--- config.mk ---
export PLATFORM = sky130hd
export DESIGN_NAME = bhv_sram_bw
export DESIGN_NICKNAME = d
export VERILOG_FILES = /design/src/rtl/bhv_sram_bw.sv
export SDC_FILE = /design/constraint.sdc
export NUM_CORES = 1
export LEC_CHECK = 0
export ABC_AREA = 0
export CORE_ASPECT_RATIO = 1.1
export CORE_MARGIN = 2
export CORE_UTILIZATION = 45
export CTS_CLUSTER_SIZE = 10
export DETAILED_ROUTE_END_ITERATION = 7
export DONT_BUFFER_PORTS = 1
export HOLD_SLACK_MARGIN = 0.15
export SYNTH_ARGS = -nofsm -noshare
export SYNTH_HDL_FRONTEND = slang
export SYNTH_SLANG_ARGS = --single-unit
--- constraint.sdc ---
create_clock -name clk -period 3.7 [get_ports clk]
set_clock_uncertainty 0.1 [all_clocks]
set_input_delay 0.555 -clock clk [delete_from_list [all_inputs] [get_ports clk]]
set_output_delay 0.555 -clock clk [all_outputs]
set_load 0.1 [all_outputs]
--- src/rtl/bhv_sram_bw.sv ---
// Behavioural 1R/1W SRAM: per-byte write enables, write-first collision forwarding, hardware zero-clear.
// Read latency RLAT (1 or 2) cycles, fully pipelined; a clear sequence takes DEPTH cycles.
// No backpressure: one read and one write accepted per cycle in READY; all requests dropped while busy.
//
// Ports:
//   clk, rst_n         : clock (rising edge) and async active-low reset
//   init               : restart the zero-clear sequence
//   busy               : clear sequence in progress, port requests ignored
//   aa, cena, qa, qa_vld : read address, read enable (low), read data, read-data valid pulse
//   ab, cenb, db, bwenb  : write address, write enable (low), write data, byte enables (low)
//   werr               : sticky out-of-range write flag, cleared by reset or init
module bhv_sram_bw #(
  parameter int WWORD = 32,
  parameter int WADDR = 5,
  parameter int DEPTH = 24,
  parameter int RLAT  = 1
) (
  input  logic               clk,
  input  logic               rst_n,
  input  logic               init,
  output logic               busy,
  output logic [WWORD-1:0]   qa,
  output logic               qa_vld,
  input  logic [WADDR-1:0]   aa,
  input  logic               cena,
  input  logic [WWORD-1:0]   db,
  input  logic [WADDR-1:0]   ab,
  input  logic               cenb,
  input  logic [WWORD/8-1:0] bwenb,
  output logic               werr
);

  localparam int NB = WWORD / 8;
  // One extra bit so DEPTH == 2**WADDR is representable in the range compare.
  localparam logic [WADDR:0]   DEPTH_W = (WADDR + 1)'(DEPTH);
  localparam logic [WADDR-1:0] LAST    = WADDR'(DEPTH - 1);

  typedef enum logic {S_CLEAR, S_READY} state_t;

  state_t           state;
  logic [WADDR-1:0] cnt;
  logic [WWORD-1:0] mem [0:DEPTH-1];

  logic             port_en;
  logic             rd_req;
  logic             wr_req;
  logic             aa_ok;
  logic             ab_ok;
  logic [WWORD-1:0] wr_old;
  logic [WWORD-1:0] wr_word;
  logic [WWORD-1:0] rd_dat;

  function automatic logic [WWORD-1:0] byte_merge(input logic [WWORD-1:0] old_w,
                                                  input logic [WWORD-1:0] new_w,
                                                  input logic [NB-1:0]    be_n);
    logic [WWORD-1:0] res;
    res = old_w;
    for (int i = 0; i < NB; i++) begin
      if (!be_n[i]) res[8*i +: 8] = new_w[8*i +: 8];
    end
    return res;
  endfunction

  // An init edge in READY pre-empts both ports for that cycle.
  assign port_en = (state == S_READY) && !init;
  assign rd_req  = port_en && !cena;
  assign wr_req  = port_en && !cenb;
  assign aa_ok   = {1'b0, aa} < DEPTH_W;
  assign ab_ok   = {1'b0, ab} < DEPTH_W;

  always_comb begin
    wr_old = '0;
    if (ab_ok) wr_old = mem[ab];
  end

  assign wr_word = byte_merge(wr_old, db, bwenb);

  // Write-first: a same-address read sees the merged word being written this cycle.
  always_comb begin
    rd_dat = '0;
    if (aa_ok) begin
      if (wr_req && (ab == aa)) rd_dat = wr_word;
      else                      rd_dat = mem[aa];
    end
  end

  // Storage has no reset; CLEAR sweeps it to zero instead.
  always_ff @(posedge clk) begin
    if (state == S_CLEAR)     mem[cnt] <= '0;
    else if (wr_req && ab_ok) mem[ab]  <= wr_word;
  end

  always_ff @(posedge clk or negedge rst_n) begin
    if (!rst_n) begin
      state <= S_CLEAR;
      cnt   <= '0;
      busy  <= 1'b1;
      werr  <= 1'b0;
    end else begin
      case (state)
        S_CLEAR: begin
          if (init) begin
            cnt <= '0;
          end else if (cnt == LAST) begin
            state <= S_READY;
            busy  <= 1'b0;
            cnt   <= '0;
          end else begin
            cnt <= cnt + WADDR'(1);
          end
        end
        S_READY: begin
          if (init) begin
            state <= S_CLEAR;
            busy  <= 1'b1;
            cnt   <= '0;
            werr  <= 1'b0;
          end else if (wr_req && !ab_ok) begin
            werr <= 1'b1;
          end
        end
        default: state <= S_CLEAR;
      endcase
    end
  end

  generate
    if (RLAT == 2) begin : g_rlat2
      logic             s1_vld;
      logic [WWORD-1:0] s1_dat;
      always_ff @(posedge clk or negedge rst_n) begin
        if (!rst_n) begin
          s1_vld <= 1'b0;
          s1_dat <= '0;
          qa_vld <= 1'b0;
          qa     <= '0;
        end else begin
          s1_vld <= rd_req;
          if (rd_req) s1_dat <= rd_dat;
          qa_vld <= s1_vld;
          if (s1_vld) qa <= s1_dat;
        end
      end
    end else begin : g_rlat1
      always_ff @(posedge clk or negedge rst_n) begin
        if (!rst_n) begin
          qa_vld <= 1'b0;
          qa     <= '0;
        end else begin
          qa_vld <= rd_req;
          if (rd_req) qa <= rd_dat;
        end
      end
    end
  endgenerate

endmodule

; ---- Yosys cells after proc, flatten, opt, wreduce, memory -nomap -nowiden
; Memory sizes are Yosys's and may differ from the RTL's.
; Cells that the tools add are included.
[totals]
register_bits = 41
latch_bits = 0
ram_bits = 768
rom_bits = 0
output_inout_bits = 35
elab_cells = 58
n_memories = 1
[mem_list]
columns = memory, depth, width, rd, rd_ports_with_merged_regs, wr, line_no
row1 = mem, 24, 32, 2, 0, 1, 42  ; logic [WWORD-1:0] mem [0:DEPTH-1];
[op_classes]
addsub = 1
multipliers = 0
n_div = 0
order_cmp = 2
n_eq_ne = 5
shifts = 0
muxes = 28
bitwise = 1
reduce_logical = 14
[ops]
columns = cell, count
row1 = $mux W32, 4
row2 = $mux W8, 4
row3 = $reduce_or A32 Y1, 1
row4 = $mux W5, 4
row5 = $mux W1, 13
row6 = $lt A5 B5 Y1 const B, 2
row7 = $pmux W5 S2, 1
row8 = $logic_and A1 B1 Y1, 6
row9 = $add A5 B1 Y5 const B, 1
row10 = $eq A5 B5 Y1, 1
row11 = $eq A5 B5 Y1 const B, 1
row12 = $logic_not A1 Y1, 4
row13 = $ne A2 B2 Y1 const B, 2
row14 = $pmux W1 S2, 2
row15 = $reduce_and A3 Y1, 1
row16 = $ne A2 B1 Y1 const B, 1
row17 = $reduce_and A2 Y1, 1
row18 = $reduce_bool A2 Y1, 1
row19 = $not A1 Y1, 1

; ---- Depth between registers and ports, before layout
[depth]
word_depth = 9
mapped_depth = 10
depth_no_buf = 7

; ---- Worst setup path after synthesis
; OpenSTA, ideal clock, no wires.
[synth_path]
path_type = input port to flip-flop
from = input init
to = memory mem[9][0] (enable)
setup_time_ns = 0.421
arrival_ns = 3.377
t_required_ns = 3.179
setup_slack_ns = -0.198
path_stages = 8
path_cell_list = buf_6 -> or3b_1 -> buf_2 -> a21oi_1 -> clkbuf_1 -> mux2i_1 -> nand2_1 -> nor2_1
[synth_via]
elab_chain_len = 9
word_cells_on_any_way = 10
cone_classes = mux: 5 / reduce/logical: 5
[synth_lines]
columns = element, line_no
row1 = start: declaration, 20  ; input logic init,
row2 = $logic_not A1 Y1 (*), 65  ; assign port_en = (state == S_READY) && !init;
row3 = $logic_and A1 B1 Y1 (*), 65
row4 = $logic_and A1 B1 Y1 (*), 67  ; assign wr_req = port_en && !cenb;
row5 = $logic_and A1 B1 Y1 (*), 90  ; else if (wr_req && ab_ok) mem[ab] <= wr_word;
row6 = $mux W1 (*), 90
row7 = $mux W1 (*), 89  ; if (state == S_CLEAR) mem[cnt] <= '0;
row8 = $mux W1 (not written as such) (*), 90
row9 = $reduce_or A32 Y1 (no source line), -
row10 = $mux W5 (no source line) / $mux W1 (equally long branches), -
row11 = end: declaration, 42
; Every way passes the cells marked *; elsewhere a longest branch is shown, timed or not.

; ---- Worst setup path in the final report
[layout_path]
from = register state
to = register qa[15]
[layout_via]
elab_chain_len = 5
word_cells_on_any_way = 6
cone_classes = mux: 2 / reduce/logical: 4
[layout_lines]
columns = element, line_no
row1 = start: declaration, 40  ; state_t state;
row2 = start signal: assignment, 95  ; state <= S_CLEAR;
row3 = start signal: assignment, 105  ; state <= S_READY;
row4 = start signal: assignment, 114  ; state <= S_CLEAR;
row5 = $logic_and A1 B1 Y1 (*), 65
row6 = $logic_and A1 B1 Y1, 67
row7 = $logic_and A1 B1 Y1, 82  ; if (wr_req && (ab == aa)) rd_dat = wr_word;
row8 = $mux W32, 82
row9 = $mux W32, 81  ; if (aa_ok) begin
row10 = end signal: assignment, 151  ; if (rd_req) qa <= rd_dat;
row11 = end: declaration, 22  ; output logic [WWORD-1:0] qa,
; Marked as above.
; A chain may end at the register's enable or synchronous reset.

==> metrics.txt <==
status=finished clean; Placed Area=40,300 sq um; DRT Wirelength=123,000 um; count of unresolved DRC violations after routing=0; core area=84,600 sq um; Leakage Power=15.8 nW; top cells by area, synth=edfxtp_1 60%, mux4_2 12%, mux2i_1 9.0%; Critical Path Fanout Max=41; Fmax=305 MHz; vias in the first global route=25,200; Comb pwr share=5.8%; Tot GR Track Use=28.3%; unrepaired setup endpoints after global routing=false; Fin Setup TNS=0 ps; Synth-to-Final Area Change=13.3%; CTS sink cnt=809; final cycle utilization of the critical path=88.7%; Core Rows=112; total power=19.8 mW; worst-margin pin slew=1340 ps; Post-Syn Instances=2,376; height of the die=310 um; Sw Ratio=22.0%; fin cells=3,665; synth warn=0; number of H-tree levels=3; WP data required=4140 ps; final instance area=43,500 sq um; Seq pwr share=51.1%; drt via density=6.74; TritonRoute pass-1 iters=6; WS Path Type=reg -> reg; initial antenna violation count=2; post-synthesis cell type count=60; Hold Path Sink=qa[5]; worst min path class=in -> reg; IO Port Bufs=0; most common cell after layout, fill and taps aside=edfxtp_1; P_int=15.5 mW; Hold Slack=177 ps; R2R depth=8; hold path depth=3; crit path time final=3280 ps; final setup margin=418 ps; Startpoint Class=flop; net load switching power=4.36 mW; syn_area_per_cell=16.1 sq um; final setup violation count=0; GPL Wtd Cong=0.873; Placed Instances=3,453; Max VDD drop=328 uV; die footprint=87,600 sq um; clock transition at the registers of the reported paths=60 ps; FF+latch count, synth=809; io pins=86; most frequent cells in the layout=768 x edfxtp_1, 343 x mux2i_1, 207 x mux4_2; post-synth top area share=60.1%; asr flop ratio synth=5.07%; Final Slew Violations=0; hpwl dp=71,800 um; Rel. slew slack=10.4%; CTS tree=done; reg-to-reg slack, setup=420 ps; Starting Density=45.3%; Cell Area, Synth=38,300 sq um; CP endpoint kind=flop; DRT iter0 DRCs=2,775; antenna viol nets, final=0; via count=24,700; Post-CTS Setup Inserts=0; Skew-Pair Late Insertion Delay=680 ps; Final Hold Violating Endpoints=0; Worst EP arrival=3730 ps; largest net degree at the start of global routing=289; number of enable flip-flop cells after synthesis=768; Filler cells=6,947; WL/cell=33.6 um; power per cell area=456 nW/um^2; share of cells above drive strength 1=21.1%; post-layout util=51.3%; reg2reg start=state; FF-to-FF End=qa[15]; Layout Nets=2,496; Die X=282 um; syn_nets=2,428; first-pass GRT wire length=176,000 um; Synth area leader=edfxtp_1; Seq/Total Area, Yosys=62.8%; grt total ovfl=0; Clock Power Share=43.1%; Place WS=504 ps; Hold Path Origin=bwenb[0]; Top FF cell, synth=edfxtp_1; Max Cap Violations=0; Num CTS Buffers=93; Root Driver=clkbuf_16; CTS max path bufs=3
[power by group through the flow]
stage                     clock [mW]  sequential (mW)  combinational [mW]
after floorplan                    0             10.3               0.940
after global placement             0             10.3                1.06
after detailed placement           0             10.3                1.06
after CTS                       8.65             10.1                1.13
after global routing            9.00             10.1                1.20
final                           8.54             10.1                1.15
[per-layer routing]
metal,GRT usage (%),up-vias,share of wire (%)
li1,-,10000,-
met2,44.6,1426,47
met4,13.3,2,4.7
met1,37.5,12900,38
met5,0,-,0.014
met3,6.20,309,9.7
[state kept, by name (all words and copies together), names as in the netlist]
register,count
mem,768
qa,32
cnt,5
busy,1
qa_vld,1
state,1
werr,1
[worst max path at each step]
| stage | endpoint | slack, ps | start |
|---|---|---|---|
| global placement | mem[2][15] | 530 | init |
| CTS | qa[15] | 490 | state |
| detailed placement | mem[18][21] | 500 | init |
| finish | qa[15] | 420 | state |
| floorplan | mem[10][0] | -200 | init |
| global route | qa[15] | 330 | state |
[layout make-up]
| cell class | count | area (sq um) | area share [%] |
|---|---|---|---|
| Clock buffer | 164 | 2640 | 6.06 |
| Inverter | 6 | 22.5 | 0.0518 |
| Sequential cell | 809 | 24100 | 55.4 |
| Tap cell | 1140 | 1430 | 3.28 |
| Clock inverter | 8 | 131 | 0.302 |
| Multi-Input combinational cell | 1368 | 13600 | 31.4 |
| Timing Repair Buffer | 166 | 1500 | 3.46 |
| Antenna cell | 4 | 10.0 | 0.0230 |
[what timing repair did]
action	CTS	global route
hold buffers	36	0
endpoints found under the hold margin	109	0
resized for setup	0	0
[worst max-delay path, cell delays in order, from the launching register on]
cell and delay [ps]:
dfrtp_1 350, or3b_1 540, nor4_2 500, nand3_4 400, buf_12 350, nor3_1 150, dlygate4sd3_1 580, o21a_1 120
a311oi_1 50
[cell usage after synthesis (22+ instances only)]
cell	n
mux2_2	39
o21ai_0	38
nor2_1	63
nand3_1	77
a22oi_1	198
mux4_2	207
nand4_1	29
nand2_1	74
clkbuf_1	81
edfxtp_1	768
buf_2	76
nor3_1	22
a21oi_1	69
dfrtp_1	40
a31oi_1	25
mux2i_1	343
[cell families after synthesis]
kind of cell / after synthesis / synth area share [%]
flip-flops: 809 / 62.8
AO/OA/AOI/OAI: 446 / 8.16
AND/OR/NAND/NOR: 326 / 4.19
buffers and inverters: 199 / 2.40
adder cells (fa/ha/maj): 1 / 0.0326
multiplexers: 589 / 22.3
XOR/XNOR: 6 / 0.137
(Power assumes the default switching activity.)
